--- src/rtl/mdu_issue_ctrl_pkg.sv ---
// Shared encodings for the multiply/divide issue controller: op codes, FSM states
// and small op-classification helpers.
package mdu_issue_ctrl_pkg;

    localparam int MDU_OP_LEN = 3;

    typedef enum logic [MDU_OP_LEN-1:0] {
        OP_MULT  = 3'd0,
        OP_MULTU = 3'd1,
        OP_DIV   = 3'd2,
        OP_DIVU  = 3'd3,
        OP_MTHI  = 3'd4,
        OP_MTLO  = 3'd5
    } mdu_op_e;

    typedef enum logic [1:0] {
        MDU_IDLE = 2'd0,
        MDU_MUL  = 2'd1,
        MDU_DIV  = 2'd2,
        MDU_HOLD = 2'd3
    } mdu_state_e;

    function automatic logic op_is_mul(input mdu_op_e op);
        return (op == OP_MULT) || (op == OP_MULTU);
    endfunction

    function automatic logic op_is_div(input mdu_op_e op);
        return (op == OP_DIV) || (op == OP_DIVU);
    endfunction

    function automatic logic op_is_signed(input mdu_op_e op);
        return (op == OP_MULT) || (op == OP_DIV);
    endfunction

endpackage

--- src/rtl/mdu_issue_ctrl_div_iter.sv ---
// Radix-2 restoring divider: one setup edge on start, then 32 iterations on
// magnitudes; signs and the divide-by-zero result are applied at the outputs.
module mdu_div_iter (
    input  logic        clk,
    input  logic        rst,
    input  logic        start_i,
    input  logic        signed_i,
    input  logic [31:0] dividend_i,
    input  logic [31:0] divisor_i,
    input  logic        abort_i,
    output logic        done_o,
    output logic [31:0] quot_o,
    output logic [31:0] rem_o
);
    logic        busy_q, done_q;
    logic [4:0]  iter_q;
    logic [31:0] rem_q, quo_q, dvs_q, dvd_q;
    logic        negq_q, negr_q, dz_q;
    logic [31:0] abs_dvd, abs_dvs;
    logic [32:0] shifted, diff;

    always_comb begin
        abs_dvd = (signed_i && dividend_i[31]) ? -dividend_i : dividend_i;
        abs_dvs = (signed_i && divisor_i[31])  ? -divisor_i  : divisor_i;
        shifted = {rem_q, quo_q[31]};
        diff    = shifted - {1'b0, dvs_q};
    end

    always_ff @(posedge clk or posedge rst) begin
        if (rst) begin
            busy_q <= 1'b0;
            done_q <= 1'b0;
            iter_q <= '0;
        end else if (abort_i) begin
            busy_q <= 1'b0;
            done_q <= 1'b0;
            iter_q <= '0;
        end else if (start_i) begin
            busy_q <= 1'b1;
            done_q <= 1'b0;
            iter_q <= '0;
        end else if (busy_q) begin
            iter_q <= iter_q + 5'd1;
            if (iter_q == 5'd31) begin
                busy_q <= 1'b0;
                done_q <= 1'b1;
            end
        end
    end

    // A borrow out of the 33-bit trial subtraction means the divisor did not fit.
    always_ff @(posedge clk) begin
        if (start_i) begin
            rem_q  <= '0;
            quo_q  <= abs_dvd;
            dvs_q  <= abs_dvs;
            dvd_q  <= dividend_i;
            negq_q <= signed_i && (dividend_i[31] ^ divisor_i[31]);
            negr_q <= signed_i && dividend_i[31];
            dz_q   <= (divisor_i == 32'd0);
        end else if (busy_q) begin
            if (!diff[32]) begin
                rem_q <= diff[31:0];
                quo_q <= {quo_q[30:0], 1'b1};
            end else begin
                rem_q <= shifted[31:0];
                quo_q <= {quo_q[30:0], 1'b0};
            end
        end
    end

    assign done_o = done_q;
    assign quot_o = dz_q ? 32'hFFFF_FFFF : (negq_q ? -quo_q : quo_q);
    assign rem_o  = dz_q ? dvd_q : (negr_q ? -rem_q : rem_q);

endmodule

--- src/rtl/mdu_issue_ctrl.sv ---
// HI/LO owner that shares one multiply/divide unit between the two EXE issue slots;
// results wait in HOLD until the op retires, and flushes abort uncommitted ops.
module mdu_issue_ctrl
    import mdu_issue_ctrl_pkg::*;
#(
    parameter int MUL_STAGES = 2,
    parameter int DIV_CYCLES = 33
) (
    input  logic        clk,
    input  logic        rst,
    input  logic        up_req_i,
    input  logic [2:0]  up_op_i,
    input  logic [31:0] up_src0_i,
    input  logic [31:0] up_src1_i,
    input  logic        down_req_i,
    input  logic [2:0]  down_op_i,
    input  logic [31:0] down_src0_i,
    input  logic [31:0] down_src1_i,
    output logic        up_ready_o,
    output logic        down_ready_o,
    input  logic        commit_i,
    input  logic        flush_i,
    output logic        nonBlockMark_o,
    output logic [31:0] hi_o,
    output logic [31:0] lo_o
);
    localparam int CNT_MAX = (MUL_STAGES > DIV_CYCLES) ? MUL_STAGES : DIV_CYCLES;
    localparam int CNT_W   = $clog2(CNT_MAX + 1);
    localparam logic [CNT_W-1:0] MUL_LAST = CNT_W'(MUL_STAGES - 1);
    localparam logic [CNT_W-1:0] DIV_LAST = CNT_W'(DIV_CYCLES - 1);

    mdu_state_e       state_q;
    logic [CNT_W-1:0] cnt_q;
    logic             committed_q;
    logic [31:0]      hi_q, lo_q;
    mdu_op_e          op_q;
    logic [31:0]      src0_q, src1_q, res_hi_q, res_lo_q;

    logic        accept, kill;
    mdu_op_e     acc_op;
    logic [31:0] acc_src0, acc_src1;
    logic [63:0] mul_a, mul_b, mul_prod, mul_res;
    logic        div_done;
    logic [31:0] div_quot, div_rem;

    always_comb begin
        up_ready_o   = (state_q == MDU_IDLE);
        down_ready_o = up_ready_o && !up_req_i;
        accept   = ((up_req_i && up_ready_o) || (down_req_i && down_ready_o)) && !flush_i;
        acc_op   = up_req_i ? mdu_op_e'(up_op_i) : mdu_op_e'(down_op_i);
        acc_src0 = up_req_i ? up_src0_i : down_src0_i;
        acc_src1 = up_req_i ? up_src1_i : down_src1_i;
        kill     = (state_q != MDU_IDLE) && flush_i && !committed_q && !commit_i;
        mul_a    = {{32{op_is_signed(op_q) & src0_q[31]}}, src0_q};
        mul_b    = {{32{op_is_signed(op_q) & src1_q[31]}}, src1_q};
        mul_prod = mul_a * mul_b;
    end

    // Product register chain; the last stage is the result register itself.
    generate
        if (MUL_STAGES == 1) begin : g_mul_comb
            assign mul_res = mul_prod;
        end else begin : g_mul_pipe
            logic [63:0] pipe_q [MUL_STAGES-1];
            always_ff @(posedge clk) begin
                pipe_q[0] <= mul_prod;
                for (int i = 1; i < MUL_STAGES - 1; i++) pipe_q[i] <= pipe_q[i-1];
            end
            assign mul_res = pipe_q[MUL_STAGES-2];
        end
    endgenerate

    mdu_div_iter u_div (
        .clk        (clk),
        .rst        (rst),
        .start_i    (accept && op_is_div(acc_op)),
        .signed_i   (acc_op == OP_DIV),
        .dividend_i (acc_src0),
        .divisor_i  (acc_src1),
        .abort_i    (kill),
        .done_o     (div_done),
        .quot_o     (div_quot),
        .rem_o      (div_rem)
    );

    always_ff @(posedge clk or posedge rst) begin
        if (rst) begin
            state_q     <= MDU_IDLE;
            cnt_q       <= '0;
            committed_q <= 1'b0;
            hi_q        <= '0;
            lo_q        <= '0;
        end else begin
            case (state_q)
                MDU_IDLE: begin
                    cnt_q       <= '0;
                    committed_q <= 1'b0;
                    if (accept)
                        state_q <= op_is_mul(acc_op) ? MDU_MUL :
                                   op_is_div(acc_op) ? MDU_DIV : MDU_HOLD;
                end
                default: begin
                    if (commit_i) committed_q <= 1'b1;
                    if (kill) begin
                        state_q     <= MDU_IDLE;
                        cnt_q       <= '0;
                        committed_q <= 1'b0;
                    end else begin
                        case (state_q)
                            MDU_MUL: begin
                                if (cnt_q == MUL_LAST) begin
                                    state_q <= MDU_HOLD;
                                    cnt_q   <= '0;
                                end else cnt_q <= cnt_q + 1'b1;
                            end
                            MDU_DIV: begin
                                if (cnt_q == DIV_LAST && div_done) begin
                                    state_q <= MDU_HOLD;
                                    cnt_q   <= '0;
                                end else if (cnt_q != DIV_LAST) cnt_q <= cnt_q + 1'b1;
                            end
                            MDU_HOLD: begin
                                if (commit_i || committed_q) begin
                                    if (op_q != OP_MTLO) hi_q <= res_hi_q;
                                    if (op_q != OP_MTHI) lo_q <= res_lo_q;
                                    state_q     <= MDU_IDLE;
                                    committed_q <= 1'b0;
                                end
                            end
                            default: ;
                        endcase
                    end
                end
            endcase
        end
    end

    always_ff @(posedge clk) begin
        if (accept) begin
            op_q     <= acc_op;
            src0_q   <= acc_src0;
            src1_q   <= acc_src1;
            res_hi_q <= acc_src0;
            res_lo_q <= acc_src0;
        end else if (state_q == MDU_MUL && cnt_q == MUL_LAST) begin
            {res_hi_q, res_lo_q} <= mul_res;
        end else if (state_q == MDU_DIV && cnt_q == DIV_LAST) begin
            res_hi_q <= div_rem;
            res_lo_q <= div_quot;
        end
    end

    assign nonBlockMark_o = (state_q != MDU_IDLE);
    assign hi_o           = hi_q;
    assign lo_o           = lo_q;

endmodule

--- config.mk ---
export PLATFORM = sky130hd
export DESIGN_NAME = mdu_issue_ctrl
export DESIGN_NICKNAME = d
export VERILOG_FILES = /design/src/rtl/mdu_issue_ctrl_pkg.sv /design/src/rtl/mdu_issue_ctrl_div_iter.sv /design/src/rtl/mdu_issue_ctrl.sv
export SDC_FILE = /design/constraint.sdc
export NUM_CORES = 2
export LEC_CHECK = 0
export ABC_AREA = 0
export CAP_MARGIN = 20
export CELL_PAD_IN_SITES_DETAIL_PLACEMENT = 1
export CELL_PAD_IN_SITES_GLOBAL_PLACEMENT = 2
export CORE_MARGIN = 1.5
export CORE_UTILIZATION = 30
export CTS_CLUSTER_SIZE = 20
export DETAILED_ROUTE_END_ITERATION = 10
export HOLD_SLACK_MARGIN = 0.12
export PLACE_DENSITY = 0.71
export SLEW_MARGIN = 15
export SYNTH_ARGS = -nofsm -noshare
export SYNTH_HDL_FRONTEND = slang
export SYNTH_SLANG_ARGS = --single-unit
--- constraint.sdc ---
create_clock -name clk -period 8.1 [get_ports clk]
set_input_delay 2.025 -clock clk [delete_from_list [all_inputs] [get_ports clk]]
set_output_delay 2.025 -clock clk [all_outputs]
set_load 0.01 [all_outputs]
Yosys cells after proc, flatten, opt, wreduce, memory -nomap -nowiden
Memories as Yosys holds them, arrays and structs flattened.
Index checks and enable logic that the tools add are counted.
{ "classes": {"addsub": 7, "n_reduce_logical": 39, "n_div": 0, "multipliers": 1, "eq_ne": 18, "n_mux": 50, "magnitude_cmp": 0, "shifts": 0, "n_bitwise": 5} }
{ "ops": {"columns": ["cell", "n"], "rows": [
  ["$mux W32", 17],
  ["$neg A32 Y32", 4],
  ["$mul A33 B33 Y64", 1],
  ["$sub A33 B32 Y33", 1],
  ["$logic_not A32 Y1", 1],
  ["$mux W6", 5],
  ["$mux W1", 15],
  ["$mux W5", 3],
  ["$reduce_and A5 Y1", 3],
  ["$logic_and A1 B1 Y1", 14],
  ["$mux W2", 7],
  ["$ne A4 B4 Y1 const B", 3],
  ["$pmux W6 S2", 1],
  ["$eq A3 B2 Y1 const B", 3],
  ["$reduce_bool A3 Y1", 3],
  ["$add A6 B1 Y6 const B", 1],
  ["$eq A6 B1 Y1 const B", 1],
  ["$eq A6 B6 Y1 const B", 1],
  ["$logic_not A3 Y1", 2],
  ["$ne A3 B3 Y1 const B", 2],
  ["$ne A6 B6 Y1 const B", 1],
  ["$pmux W2 S3", 1],
  ["$add A5 B1 Y5 const B", 1],
  ["$eq A5 B5 Y1 const B", 1],
  ["16 further kinds", 28]
]} }
{ "word_totals": {"output_inout_bits": 67, "inputBits": 140, "mem_bits_ro": 0, "ramBits": 64, "mem_count": 1, "latchBits": 0, "reg_bits": 342} }
{ "mem_list": {"columns": ["memory", "words", "word_bits", "rd", "rd_clocked_by_memory_dff", "write_ports", "line_no", "rtl"], "rows": [
  ["g_mul_pipe.pipe_q", 1, 64, 1, 0, 1, "mdu_issue_ctrl.sv:64", "logic [63:0] pipe_q [MUL_STAGES-1];"]
]} }

Logic depth before layout (Yosys ltp)
{ "depth": {"word_depth": 8, "depth_mapped": 31} }

By module
A second synthesis with hierarchy kept.
{ "hier_totals": {"cells_unflattened": 6054, "area_unflattened_um2": 57836.7} }
{ "by_module_without_submodules": {"columns": ["module", "seq_area_each_um2", "cells_per_inst", "area_per_inst_um2", "n_inst"], "rows": [
  ["mdu_issue_ctrl", 7041.8, 4961, 48071.1, 1],
  ["mdu_div_iter", 3788.6, 1093, 9765.6, 1]
]} }

Worst setup path after synthesis
Ideal clock, no wire load.
{ "synth_timing": {"kind": "register to register", "startpoint": "reg op_q[0]", "endpoint": "mem g_mul_pipe.pipe_q[0][56]", "t_arrival_ns": 7.822, "required_ns": 7.994, "setup_ns": 0.106, "stages_incl_launch_ff": 26, "path_slack_ns": 0.172, "path_cell_list": "edfxtp_1 -> nor2_1 -> and2_1 -> clkbuf_1 -> nand2_1 -> inv_1 -> fa_1 -> fa_1 -> fa_1 -> inv_1 -> fa_1 -> inv_1 -> fa_1 -> fa_1 -> inv_1 -> fa_1 -> fa_1 -> inv_1 -> ha_1 -> o21a_1 -> a21oi_1 -> o21ai_0 -> o2bb2ai_1 -> a311o_1 -> o21a_1 -> o311ai_0"} }
{ "synth_via": {"elab_chain_cells": 4} }
{ "synth_lines": {"columns": ["item", "line_no", "rtl"], "rows": [
  ["from (decl)", "mdu_issue_ctrl.sv:36", "mdu_op_e op_q;"],
  ["from (signal assigned)", "mdu_issue_ctrl.sv:140", "op_q <= acc_op;"],
  ["$eq A3 B2 Y1 / $logic_not A3 Y1 (equally long branches)", "mdu_issue_ctrl_pkg.sv:32", "return (op == OP_MULT) || (op == OP_DIV);"],
  ["$logic_or A1 B1 Y1 (*)", "mdu_issue_ctrl_pkg.sv:32", null],
  ["$and A1 B1 Y1 (on tied branches)", "mdu_issue_ctrl.sv:54, mdu_issue_ctrl.sv:55", null],
  ["$mul A33 B33 Y64 (*)", "mdu_issue_ctrl.sv:56", "mul_prod = mul_a * mul_b;"],
  ["named net mul_prod[56]", "mdu_issue_ctrl.sv:42", "logic [63:0] mul_a, mul_b, mul_prod, mul_res;"],
  ["to (decl)", "mdu_issue_ctrl.sv:64", null]
]} }
Mark *: on every way through the listed nets, which the timed path passes. The rest lies on a longest branch.

Worst setup path in the final report
{ "layout_timing": {"startpoint": "reg src0_q[13]", "endpoint": "mem g_mul_pipe.pipe_q[0][46]"} }
{ "layout_via": {"elab_chain_cells": 1} }
{ "layout_lines": {"columns": ["item", "line_no", "rtl"], "rows": [
  ["from (decl)", "mdu_issue_ctrl.sv:37", "logic [31:0] src0_q, src1_q, res_hi_q, res_lo_q;"],
  ["from (signal assigned)", "mdu_issue_ctrl.sv:141", "src0_q <= acc_src0;"],
  ["$mul A33 B33 Y64", "mdu_issue_ctrl.sv:56", null],
  ["named net mul_prod[46]", "mdu_issue_ctrl.sv:42", null]
]} }
The timed path passes the listed nets, and every way through them passes these cells.

==> out/metrics.csv <==
stage;metric;value;unit
timing;fin. max-slew vios;0;
critical_path;Setup CP Type;reg -> reg;
cells_and_area;filler cell count;21800;
timing;Rel. slew slack;0.208;
floorplanning;IO Count;207;
grt;initial antenna violation count;12;
cells_and_area;Area growth syn-to-layout;13.9;%
yosys;Yosys cell types;76;
critical_path;CP arrival;8.32;ns
yosys;cells after synthesis;6055;
timing;WHS;0.477;ns
yosys;number of flops mapped to enable cells by yosys;230;
min_path;HP Class;reg -> reg;
routing;via count;42000;
clocking;CTS max path bufs;3;
yosys;Syn Area/Cell;9.52;um2
yosys;top cells by area, synth;fa_1 (39%), edfxtp_1 (12%), inv_1 (8.3%);
routing;vias per cell;4.80;
floorplanning;core area;0.191;mm2
place;pre-CTS WS;0.0743;ns
yosys;Post-Syn Nets;7578;
clocking;CTS H-tree depth;2;
yosys;sequential fraction of the synthesis area;0.188;
critical_path;Worst Reg-to-Reg Cells;24;
place;GPL Wtd Cong;0.861;
routing;Detailed Routing Iterations Pass 1;5;
floorplanning;die span in y;441;um
clocking;Clock Tree Root;clkbuf_16;
clocking;CTS tree;built;
floorplanning;Die X;441;um
cells_and_area;register area;0.0108;mm2
clocking;Sink Count;406;
routing;antenna-violating nets left;0;
critical_path;Crit. End Element;flip-flop;
place;dpl cells;8669;
critical_path;Reg2Reg Capture Point;g_mul_pipe.pipe_q[0][46];
yosys;Mapped Area;0.0577;mm2
timing;Max Freq;0.127;GHz
clocking;clk_lat worst skew;0.60;ns
yosys;Yosys warning count;0;
timing;final worst setup slack;0.250;ns
grt;number of global-route vias before repair;47200;
place;I/O Buffers;206;
clocking;Clk pin slew, worst setup/hold paths;0.07;ns
grt;first-pass GRT wire length;290;mm
grt;largest net degree at the start of global routing;100;
timing;measured slew at the worst slew-check pin;1.19;ns
timing;Final setup viols;0;
timing;Clock Skew;0.0198;ns
floorplanning;Die ar.;0.195;mm2
min_path;Worst Hold Depth;1;
routing;DRT Wirelength;187;mm
floorplanning;num rows;160;
routing;initial drt markers;2247;
clocking;Num CTS Buffers;43;
critical_path;Critical Path RT;8.57;ns
min_path;hold wc startpoint;res_lo_q[3];
timing;Tmin final;7.85;ns
yosys;ys flop type;edfxtp_1;
yosys;synthesized flop and latch total;406;
critical_path;Reg-to-Reg Start;src0_q[13];
cells_and_area;Non-Filler Instances;8763;
yosys;Yosys top cell by area;fa_1;
timing;Hold Fails Final Rpt;0;
run_status;status;finished clean;
grt;GRT Total Usage;0.196;
yosys;asr flop ratio synth;0.197;
timing;final worst-path cycle share;0.969;
grt;total global routing overflow;0;
cells_and_area;Multi-input gate area;0.0410;mm2
critical_path;CP startpoint kind;flip-flop;
critical_path;r2r setup slk;0.25;ns
job;Max Cap Violations;0;
cells_and_area;Final Net Count;7739;
cells_and_area;layout cells sized above 1;0.0717;
floorplanning;Initial Utilization;0.302;
routing;wire per inst;21.4;um
min_path;Worst Hold Path EP;lo_o[3];
cells_and_area;Final Util;0.345;
yosys;top-area cell type share of the netlist area;0.391;
place;DP HPWL;155;mm
critical_path;critical path peak fanout;17;
routing;DRC Markers;0;
## registers in the layout, indices dropped and copies added, names as in the netlist
| signal | cells |
|---|---|
| u_div.rem_q | 32 |
| lo_o | 32 |
| g_mul_pipe.pipe_q | 64 |
| u_div.busy_q | 1 |
| u_div.dvd_q | 32 |
| u_div.dvs_q | 32 |
| res_lo_q | 32 |
| u_div.negq_q | 1 |
| committed_q | 1 |
| src1_q | 32 |
| src0_q | 32 |
| op_q | 3 |
| u_div.negr_q | 1 |
| u_div.iter_q | 5 |
| state_q | 2 |
| u_div.dz_q | 1 |
| hi_o | 32 |
| cnt_q | 6 |
| res_hi_q | 32 |
| u_div.done_o | 1 |
| u_div.quo_q | 32 |
## cells in the mapped netlist, types with 6 or more instances
cell type,count
nand4_1,14
clkbuf_1,268
nor2_1,184
and3_1,32
o21bai_1,17
o211ai_1,21
nand3_1,40
inv_1,1272
mux2_2,99
mux2i_1,68
nor4_1,10
dfrtp_1,80
o21a_1,17
or2_2,13
a21oi_1,199
nor3b_1,6
o41ai_1,9
xnor2_1,138
o22ai_1,20
fa_1,1126
ha_1,257
buf_1,15
a31oi_1,26
a21boi_0,6
o21ai_0,187
buf_2,13
nand2b_1,23
xor2_1,78
nor3_1,42
edfxtp_1,230
dfxtp_1,96
or3_1,20
nor2b_1,12
nand2_1,971
o31ai_1,30
and2_1,274
a21o_1,32
a211oi_1,17
## logic make-up after synthesis
| logic type | Yosys count | synth area share |
|---|---|---|
| adder cells (fa/ha/maj) | 1383 | 0.447 |
| buffers and inverters | 1573 | 0.103 |
| multiplexers | 168 | 0.0314 |
| AND/OR/NAND/NOR | 1665 | 0.130 |
| XOR/XNOR | 217 | 0.0331 |
| flip-flops | 406 | 0.188 |
| AO/OA/AOI/OAI | 643 | 0.0677 |
## per-stage QoR
stage          setup TNS [ns]  instance area (um2)
4_1_cts                     0                65400
5_1_grt               -0.0825                65700
3_3_place_gp                0                63900
3_5_place_dp                0                63900
6_report                    0                65700
2_1_floorplan               0                57700
## routing by layer
metal  track usage  wire (um)
met4        0.0389       4120
met1         0.253      79800
met5             0          0
met3        0.0131       5690
met2         0.359      97700
## critical path, stage by stage, from the launching register on
cell	delay, ns
edfxtp_1	0.38
buf_12	0.18
buf_4	0.28
nand2_1	0.13
fa_1	0.55
inv_1	0.06
fa_1	0.49
fa_1	0.52
inv_1	0.06
fa_1	0.53
fa_1	0.57
fa_1	0.45
fa_1	0.49
inv_1	0.05
fa_1	0.47
ha_1	0.34
a21oi_1	0.32
o21bai_1	0.13
a21oi_1	0.24
o32ai_1	0.12
nor2_2	0.33
nand3b_1	0.19
a21o_1	0.24
a311oi_1	0.35
xnor2_1	0.24
## area by class of cell
type / count / area share
multi-input combinational: 4076 / 0.625
antenna: 1 / 0.0000381
sequential: 406 / 0.165
clock inverter: 20 / 0.00457
clock buffer: 60 / 0.0186
inverter: 1272 / 0.0728
tap: 2511 / 0.0478
timing repair buffer: 417 / 0.0664
## placed cells by master, fill, tap and decap left out, types with 39 or more instances in the layout
cell type,instances
inv_1,1264
fa_1,1121
nand2_1,969
and2_1,272
ha_1,255
edfxtp_1,230
clkdlybuf4s50_1,205
a21oi_1,195
o21ai_0,185
nor2_1,180
buf_4,152
xnor2_1,138
mux2_2,99
dfxtp_1,96
dfrtp_1,79
xor2_1,77
mux2i_1,68
buf_12,56
clkbuf_16,45
nor3_1,40
nand3_1,39
## worst max path at each step
stage | startpoint | endpoint | slack, ns | cells after the start
2_1_floorplan | op_q[0] | g_mul_pipe.pipe_q[0][56] | 0.17 | 25
3_3_place_gp | op_q[0] | g_mul_pipe.pipe_q[0][58] | 0.02 | 28
3_5_place_dp | op_q[0] | g_mul_pipe.pipe_q[0][58] | 0.07 | 28
4_1_cts | op_q[0] | g_mul_pipe.pipe_q[0][58] | 0.04 | 28
5_1_grt | op_q[2] | g_mul_pipe.pipe_q[0][58] | -0.03 | 29
6_report | src0_q[13] | g_mul_pipe.pipe_q[0][46] | 0.25 | 24
## repair_timing
item,in CTS,in global routing
setup endpoints to repair,0,21
resized for setup,0,39
hold endpoints to repair,0,0
hold buffers,0,0
buffers inserted,0,10
Power is left out: the tool's default activity adds up to more than one toggle a clock period on the data nets, which glitch-free logic cannot reach.
